**src/rtl/hazard_stall_ctrl.sv**
```systemverilog
// Decode-stage hazard detector: load-use and branch-operand stalls, wrong-path fetch flush.
// Zero-cycle combinational STALL/FLUSH; HAZARD_STATS_EN builds saturating event counters.
module hazard_stall_ctrl #(
    parameter int STATS_WIDTH = 16
) (
    input  logic                   CLOCK,
    input  logic                   RESET,
    input  logic [5:0]             OpcodeID_IN,
    input  logic [4:0]             IDRegisterRS_IN,
    input  logic [4:0]             IDRegisterRT_IN,
    input  logic                   UsesRS_IN,
    input  logic                   UsesRT_IN,
    input  logic [4:0]             writeRDIDEXE,
    input  logic                   writeEnableIDEXE,
    input  logic                   MemReadIDEXE,
    input  logic [4:0]             writeRDEXEMEM,
    input  logic                   writeEnableEXEMEM,
    input  logic                   MemReadEXEMEM,
    input  logic                   AltPCEnable_IN,
    output logic                   STALL_OUT,
    output logic                   PCWriteEnable_OUT,
    output logic                   FLUSH_OUT,
    output logic [STATS_WIDTH-1:0] LoadUseCount_OUT,
    output logic [STATS_WIDTH-1:0] BranchStallCount_OUT,
    output logic [STATS_WIDTH-1:0] FlushCount_OUT
);

    typedef enum logic {S_RUN, S_HOLD1} state_t;

    state_t state_q, state_d;
    logic   is_branch;
    logic   hit_e, hit_m;
    logic   lu_hz, be_hz, bl_hz, bm_hz;
    logic   stall, flush;

    always_comb begin
        is_branch = 1'b0;
        case (OpcodeID_IN)
            6'd1, 6'd4, 6'd5, 6'd6, 6'd7: is_branch = 1'b1;
            default:                      is_branch = 1'b0;
        endcase
    end

    // Register $0 is never a real dependence, so a zero destination never matches.
    assign hit_e = writeEnableIDEXE && (writeRDIDEXE != 5'd0) &&
                   ((UsesRS_IN && (writeRDIDEXE == IDRegisterRS_IN)) ||
                    (UsesRT_IN && (writeRDIDEXE == IDRegisterRT_IN)));
    assign hit_m = writeEnableEXEMEM && (writeRDEXEMEM != 5'd0) &&
                   ((UsesRS_IN && (writeRDEXEMEM == IDRegisterRS_IN)) ||
                    (UsesRT_IN && (writeRDEXEMEM == IDRegisterRT_IN)));

    assign lu_hz = !is_branch && MemReadIDEXE && hit_e;
    assign be_hz = is_branch && !MemReadIDEXE && hit_e;
    assign bl_hz = is_branch && MemReadIDEXE && hit_e;
    assign bm_hz = is_branch && MemReadEXEMEM && hit_m;

    always_ff @(posedge CLOCK) begin
        if (RESET) state_q <= S_RUN;
        else       state_q <= state_d;
    end

    always_comb begin
        state_d = state_q;
        stall   = 1'b0;
        flush   = 1'b0;
        case (state_q)
            S_RUN: begin
                stall = lu_hz || be_hz || bl_hz || bm_hz;
                flush = AltPCEnable_IN && !stall;
                if (bl_hz) state_d = S_HOLD1;
            end
            S_HOLD1: begin
                stall   = 1'b1;
                state_d = S_RUN;
            end
            default: state_d = S_RUN;
        endcase
        if (RESET) begin
            state_d = S_RUN;
            stall   = 1'b0;
            flush   = 1'b0;
        end
    end

    assign STALL_OUT         = stall;
    assign PCWriteEnable_OUT = !stall;
    assign FLUSH_OUT         = flush;

`ifdef HAZARD_STATS_EN
    logic [STATS_WIDTH-1:0] lu_cnt_q, lu_cnt_d;
    logic [STATS_WIDTH-1:0] br_cnt_q, br_cnt_d;
    logic [STATS_WIDTH-1:0] fl_cnt_q, fl_cnt_d;
    logic                   lu_evt, br_evt;

    function automatic logic [STATS_WIDTH-1:0] sat_inc(input logic [STATS_WIDTH-1:0] v);
        if (v == {STATS_WIDTH{1'b1}}) return v;
        return v + STATS_WIDTH'(1);
    endfunction

    // A HOLD1 cycle is the second stall cycle of a load-fed branch, so it counts too.
    assign lu_evt = !RESET && (state_q == S_RUN) && lu_hz;
    assign br_evt = !RESET && ((state_q == S_HOLD1) ||
                               ((state_q == S_RUN) && (be_hz || bl_hz || bm_hz)));

    always_comb begin
        lu_cnt_d = lu_evt ? sat_inc(lu_cnt_q) : lu_cnt_q;
        br_cnt_d = br_evt ? sat_inc(br_cnt_q) : br_cnt_q;
        fl_cnt_d = flush  ? sat_inc(fl_cnt_q) : fl_cnt_q;
    end

    always_ff @(posedge CLOCK) begin
        if (RESET) begin
            lu_cnt_q <= '0;
            br_cnt_q <= '0;
            fl_cnt_q <= '0;
        end else begin
            lu_cnt_q <= lu_cnt_d;
            br_cnt_q <= br_cnt_d;
            fl_cnt_q <= fl_cnt_d;
        end
    end

    assign LoadUseCount_OUT     = lu_cnt_q;
    assign BranchStallCount_OUT = br_cnt_q;
    assign FlushCount_OUT       = fl_cnt_q;
`else
    assign LoadUseCount_OUT     = '0;
    assign BranchStallCount_OUT = '0;
    assign FlushCount_OUT       = '0;
`endif

endmodule

```
**config.mk**
```make
export PLATFORM = sky130hd
export DESIGN_NAME = hazard_stall_ctrl
export DESIGN_NICKNAME = d
export VERILOG_FILES = /design/src/rtl/hazard_stall_ctrl.sv
export SDC_FILE = /design/constraint.sdc
export NUM_CORES = 1
export LEC_CHECK = 0
export BUFFER_PORTS_ARGS = -buffer_cell sky130_fd_sc_hd__buf_2
export CELL_PAD_IN_SITES_DETAIL_PLACEMENT = 1
export CELL_PAD_IN_SITES_GLOBAL_PLACEMENT = 2
export CORE_MARGIN = 1
export CORE_UTILIZATION = 16
export CTS_CLUSTER_DIAMETER = 50
export DETAILED_ROUTE_END_ITERATION = 7
export PLACE_DENSITY_LB_ADDON = 0.1
export RECOVER_POWER = 100
export SLEW_MARGIN = 25
export SYNTH_ARGS = -nofsm -noshare
export SYNTH_HDL_FRONTEND = slang
export SYNTH_SLANG_ARGS = --single-unit
```
**constraint.sdc**
```tcl
create_clock -name CLOCK -period 5.55 [get_ports CLOCK]
set_input_delay 1.11 -clock CLOCK [delete_from_list [all_inputs] [get_ports CLOCK]]
set_output_delay 1.11 -clock CLOCK [all_outputs]
set_load 0.02 [all_outputs]
```
==> results of run 1 <==
through the flow:
| stage | total power [mW] | std cells | hold slack [ps] | area (µm²) |
|---|---|---|---|---|
| 3_3_place_gp | 0.0743 | 186 | 565 | 811 |
| 6_report | 0.0741 | 186 | 559 | 788 |
| 3_5_place_dp | 0.0746 | 186 | 565 | 811 |
| 2_1_floorplan | 0.0791 | 145 | 510 | 921 |
| 5_1_grt | 0.0798 | 186 | 595 | 788 |
| 4_1_cts | 0.0750 | 186 | 566 | 811 |
worst max-delay path by stage:
stage | startpoint | endpoint | slack (ps) | cells after the start
2_1_floorplan | writeRDIDEXE[1] | PCWriteEnable_OUT | 1950 | 4
3_3_place_gp | writeRDIDEXE[1] | PCWriteEnable_OUT | 1840 | 6
3_5_place_dp | IDRegisterRS_IN[2] | STALL_OUT | 1850 | 7
4_1_cts | IDRegisterRT_IN[1] | STALL_OUT | 1850 | 7
5_1_grt | IDRegisterRS_IN[2] | STALL_OUT | 1290 | 7
6_report | IDRegisterRS_IN[2] | STALL_OUT | 1490 | 7
critical path, stage by stage:
cell and delay [ps]:
buf_2 120, xor2_1 150, nor4_1 330, nand3_1 140, a2111oi_0 680, o31a_1 190
clkbuf_1 220
cell usage after synthesis:
library cell	n	share of area [%]
a2111oi_4	1	3.7
buf_4	48	48
conb_1	1	0.50
dfxtp_1	1	2.7
inv_1	1	0.50
nand2_1	5	2.5
nand3_1	2	1.3
nand4_1	2	1.7
nor2_1	2	1.0
nor2b_1	2	1.7
nor3_1	2	1.3
nor3b_1	1	1.0
nor4_1	1	0.84
nor4_2	1	1.7
nor4b_1	1	1.2
o21ai_0	2	1.3
o22ai_1	1	0.84
o31a_1	1	1.2
o31ai_1	1	1.0
or4_1	2	2.0
xnor2_1	12	14
xor2_1	8	9.4
report_power, final:
part           switching, mW  leakage (nW)  internal (mW)
combinational         0.0473         0.395         0.0194
sequential        0.00000291       0.00805        0.00734
clock                      0             0              0
logic make-up (layout without fill, tap and decap cells):
group / Yosys count / count (layout) / synth area share (%)
XOR/XNOR: 20 / 20 / 23.5
buffers and inverters: 49 / 38 / 48.9
AND/OR/NAND/NOR: 21 / 21 / 16.3
other: 1 / 48 / 0.504
flip-flops: 1 / 1 / 2.69
AO/OA/AOI/OAI: 6 / 6 / 8.07
metal layers:
metal  track usage [%]  part of all wire (%)  vias up
met3              1.73                    12        0
li1                  -                     -      299
met5                 0                     0        -
met1              8.78                    41      255
met2              12.3                    47       54
met4                 0                     0        0
area by class of cell:
type	count	share of cell area, %
inverters	1	0.476
multi-input cells	95	65.7
flip-flops and latches	1	2.54
well taps	52	8.25
repair buffers	37	23.0
==> flow_summary.toml, run 1 <==
[status]
status = "completed"

[global_route]
grt_util_all_layers_pct = 6.87
grt_pass1_vias = 616
grt_max_degree = 4
grt_pass1_wl_um = 2810
grt-ovfl-total = 0
antenna_found_initial = 0

[logic_synthesis]
ys_warn_count = 0
synth-seq-cells = 1
syn_avg_cell_area_um2 = 7.60
syn_inst = 98
synth_cell_types = 22
ys_seq_area_share_pct = 2.69
syn_area_um2 = 744

[detailed_routing]
drt-vias-per-instance = 3.27
wire_per_inst_um = 9.93
drtIter0Drc = 9
vias = 608
ant_nets = 0
routed_wl_um = 1850
drt_pass1_iterations = 2
drcViolationCount = 0

[power_and_ir_drop]
ir_drop_mv = 0.0378
p_leak_nw = 0.403
power-per-cell-area_mw_per_mm2 = 94.0

[setup_path]
worst_setup_path_start_kind = "input pin"
reg2reg_depth = 3
reg2reg_slack_ps = 4660
required_ps = 4440
worstSetupEndpointType = "primary output"
r2r-end = "state_q"
critPathArrivalTime_ps = 2950
crit_fanout = 3
crit_type = "in2out"
rr_startpoint = "state_q"

[sta]
slew_headroom_pct = 47.8
finalMaxSlewViolations = 0
post-route-min-period_ps = 4060
worst_slew_pin_slew_ps = 763
fin_ws_ps = 1490
tns_ps = 0
finClkSkew_ps = 0
hold_viol = 0
period_share_pct = 73.1
max_freq_mhz = 246
finalSetupViolations = 0
rsz0062_at_grt = "no"

[final_layout]
areaGrowthSynthToFinish_pct = 5.88
largest_reg_flops = 1
reg.largest.list = "state_q (1)"
final_common_cell = "conb_1"
final_util_pct = 17.9
nNetsFinal = 171
multi_input_area_um2 = 518
final_cell_mix = "conb_1 (48), buf_2 (34), xnor2_1 (12), xor2_1 (8), nand2_1 (5)"
fill_cells = 566
largest_register = "state_q"
seqCellArea_um2 = 20.0
drive_above_1_share_pct = 26.1
antenna_cells = 0

[cts]
clk_pin_slew_ps = 0
ctsResizeCount = 0
hold_buffers = 0
clk_latency_ps = 0
post_cts_buffers = 0

[place]
gp_congestion = 0.633
numPortBuffers = 37
hpwl_um = 1790
dp_slack_ps = 1850

[hold_path]
worstHoldPathCells = 3
hp-start = "state_q"
hold_end = "state_q"
hold_path.class = "reg2reg"

[die]
die_h_um = 70.2
io_pins = 86
dieArea_mm2 = 0.00493
die_w_um = 70.2
core_area_mm2 = 0.00441
row_count = 24
start_util_pct = 16.9

[flow_run]
maxCapViolCount = 0
Power figures use the tool's default switching activity.
==> inputs of run 2 (changes only) <==
CORE_UTILIZATION = 13   (was 16)
clock period = 3.3 ns   (was 5.55 ns; I/O delays follow)
==> run 2 against run 1 <==
Net effect: sequential power is 68% higher; register-to-register slack got worse by 2200 ps; clock skew stayed put; flip-flop and latch count unchanged; first-iteration DRC count shrank 67%; cell count increased by 11%; sequential share of layout area decreased by 0.13 points; die area is 22% higher; global-route usage is 1.2 points lower; setup slack got worse by 1100 ps; hold slack barely moved; power increased by 70%.
==> flow_summary.toml, run 2 (same netlist as run 1, synthesis figures left out) <==
[sta]
post-route-min-period_ps = 2910
tns_ps = 0
worst_slew_pin_slew_ps = 606
rsz0062_at_grt = "no"
slew_headroom_pct = 59.2
finClkSkew_ps = 0
max_freq_mhz = 344
worst_hold_slack_ps = 558
finalSetupViolations = 0
finalMaxSlewViolations = 0
hold_viol = 0
period_share_pct = 88.0

[final_layout]
nNetsFinal = 171
largest_register = "state_q"
final_util_pct = 15.1
antenna_cells = 0
drive_above_1_share_pct = 26.1
largest_reg_flops = 1
areaGrowthSynthToFinish_pct = 11.6
reg.largest.list = "state_q (1)"
final_cell_mix = "conb_1 (48), buf_2 (33), xnor2_1 (12), xor2_1 (8), nand2_1 (5)"
final_common_cell = "conb_1"

[place]
gp_congestion = 0.687
hpwl_um = 1880
numPortBuffers = 37

[status]
status = "completed"

[power_and_ir_drop]
power-per-cell-area_mw_per_mm2 = 152
p_leak_nw = 0.400
ir_drop_mv = 0.0555
power_mw = 0.126

[hold_path]
hold_end = "state_q"
hp-start = "state_q"
hold_path.class = "reg2reg"
worstHoldPathCells = 3

[die]
core_area_mm2 = 0.00551
start_util_pct = 13.5
die_w_um = 77.7
io_pins = 86
row_count = 27
dieArea_mm2 = 0.00603
die_h_um = 77.7

[cts]
ctsResizeCount = 0
clk_pin_slew_ps = 0
clk_latency_ps = 0
post_cts_buffers = 0
hold_buffers = 0

[setup_path]
reg2reg_slack_ps = 2450
rr_startpoint = "state_q"
critPathArrivalTime_ps = 2250
crit_type = "in2out"
worstSetupEndpointType = "primary output"
worst_setup_path_start_kind = "input pin"
required_ps = 2640
r2r-end = "state_q"
crit_fanout = 3
reg2reg_depth = 3

[global_route]
grt_util_all_layers_pct = 5.68
antenna_found_initial = 0
grt_max_degree = 4
grt_pass1_vias = 580
grt_pass1_wl_um = 2710
grt-ovfl-total = 0

[flow_run]
maxCapViolCount = 0

[detailed_routing]
drt-vias-per-instance = 2.95
vias = 607
ant_nets = 0
wire_per_inst_um = 9.41
drtIter0Drc = 3
routed_wl_um = 1940
drt_pass1_iterations = 4
drcViolationCount = 0
[run 2: through the flow]
stage,instance area (µm²),instances,worst slack (ps)
6_report,831,206,395
5_1_grt,831,206,309
4_1_cts,836,206,475
3_5_place_dp,836,206,478
3_3_place_gp,836,206,496
2_1_floorplan,921,145,596
[run 2: layout make-up]
class | instances | area [µm²]
repair buffers | 37 | 180
fillers | 712 | 4680
multi-input cells | 95 | 537
inverters | 1 | 3.75
well taps | 72 | 90.1
flip-flops and latches | 1 | 20.0
[run 2: worst max-delay path: stages]
cell and delay [ps]:
buf_2 110, xor2_1 160, nor4_1 360, nand3_1 190
a2111oi_4 370, o31a_1 160, clkbuf_1 230
[run 2: how the worst max path moves through the flow]
| stage | endpoint | start | cells past startpoint |
|---|---|---|---|
| floorplan | PCWriteEnable_OUT | writeRDIDEXE[1] | 4 |
| global placement | STALL_OUT | IDRegisterRT_IN[1] | 7 |
| detailed placement | STALL_OUT | IDRegisterRS_IN[2] | 7 |
| CTS | STALL_OUT | IDRegisterRS_IN[2] | 7 |
| global route | PCWriteEnable_OUT | writeRDIDEXE[1] | 6 |
| finish | STALL_OUT | IDRegisterRS_IN[2] | 7 |
[run 2: power by group]
group / internal (mW) / leakage, nW / switching (mW) / total (mW)
Sequential: 0.0123 / 0.00805 / 0.00000527 / 0.0123
Combinational: 0.0327 / 0.392 / 0.0812 / 0.114
Clock: 0 / 0 / 0 / 0
[run 2: layer usage]
layer | up-vias | part of all wire [%] | track usage (%)
met2 | 55 | 45 | 9.47
met4 | 0 | 0 | 0
met5 | - | 0 | 0
met3 | 0 | 15 | 2.12
met1 | 253 | 40 | 7.35
li1 | 299 | - | -
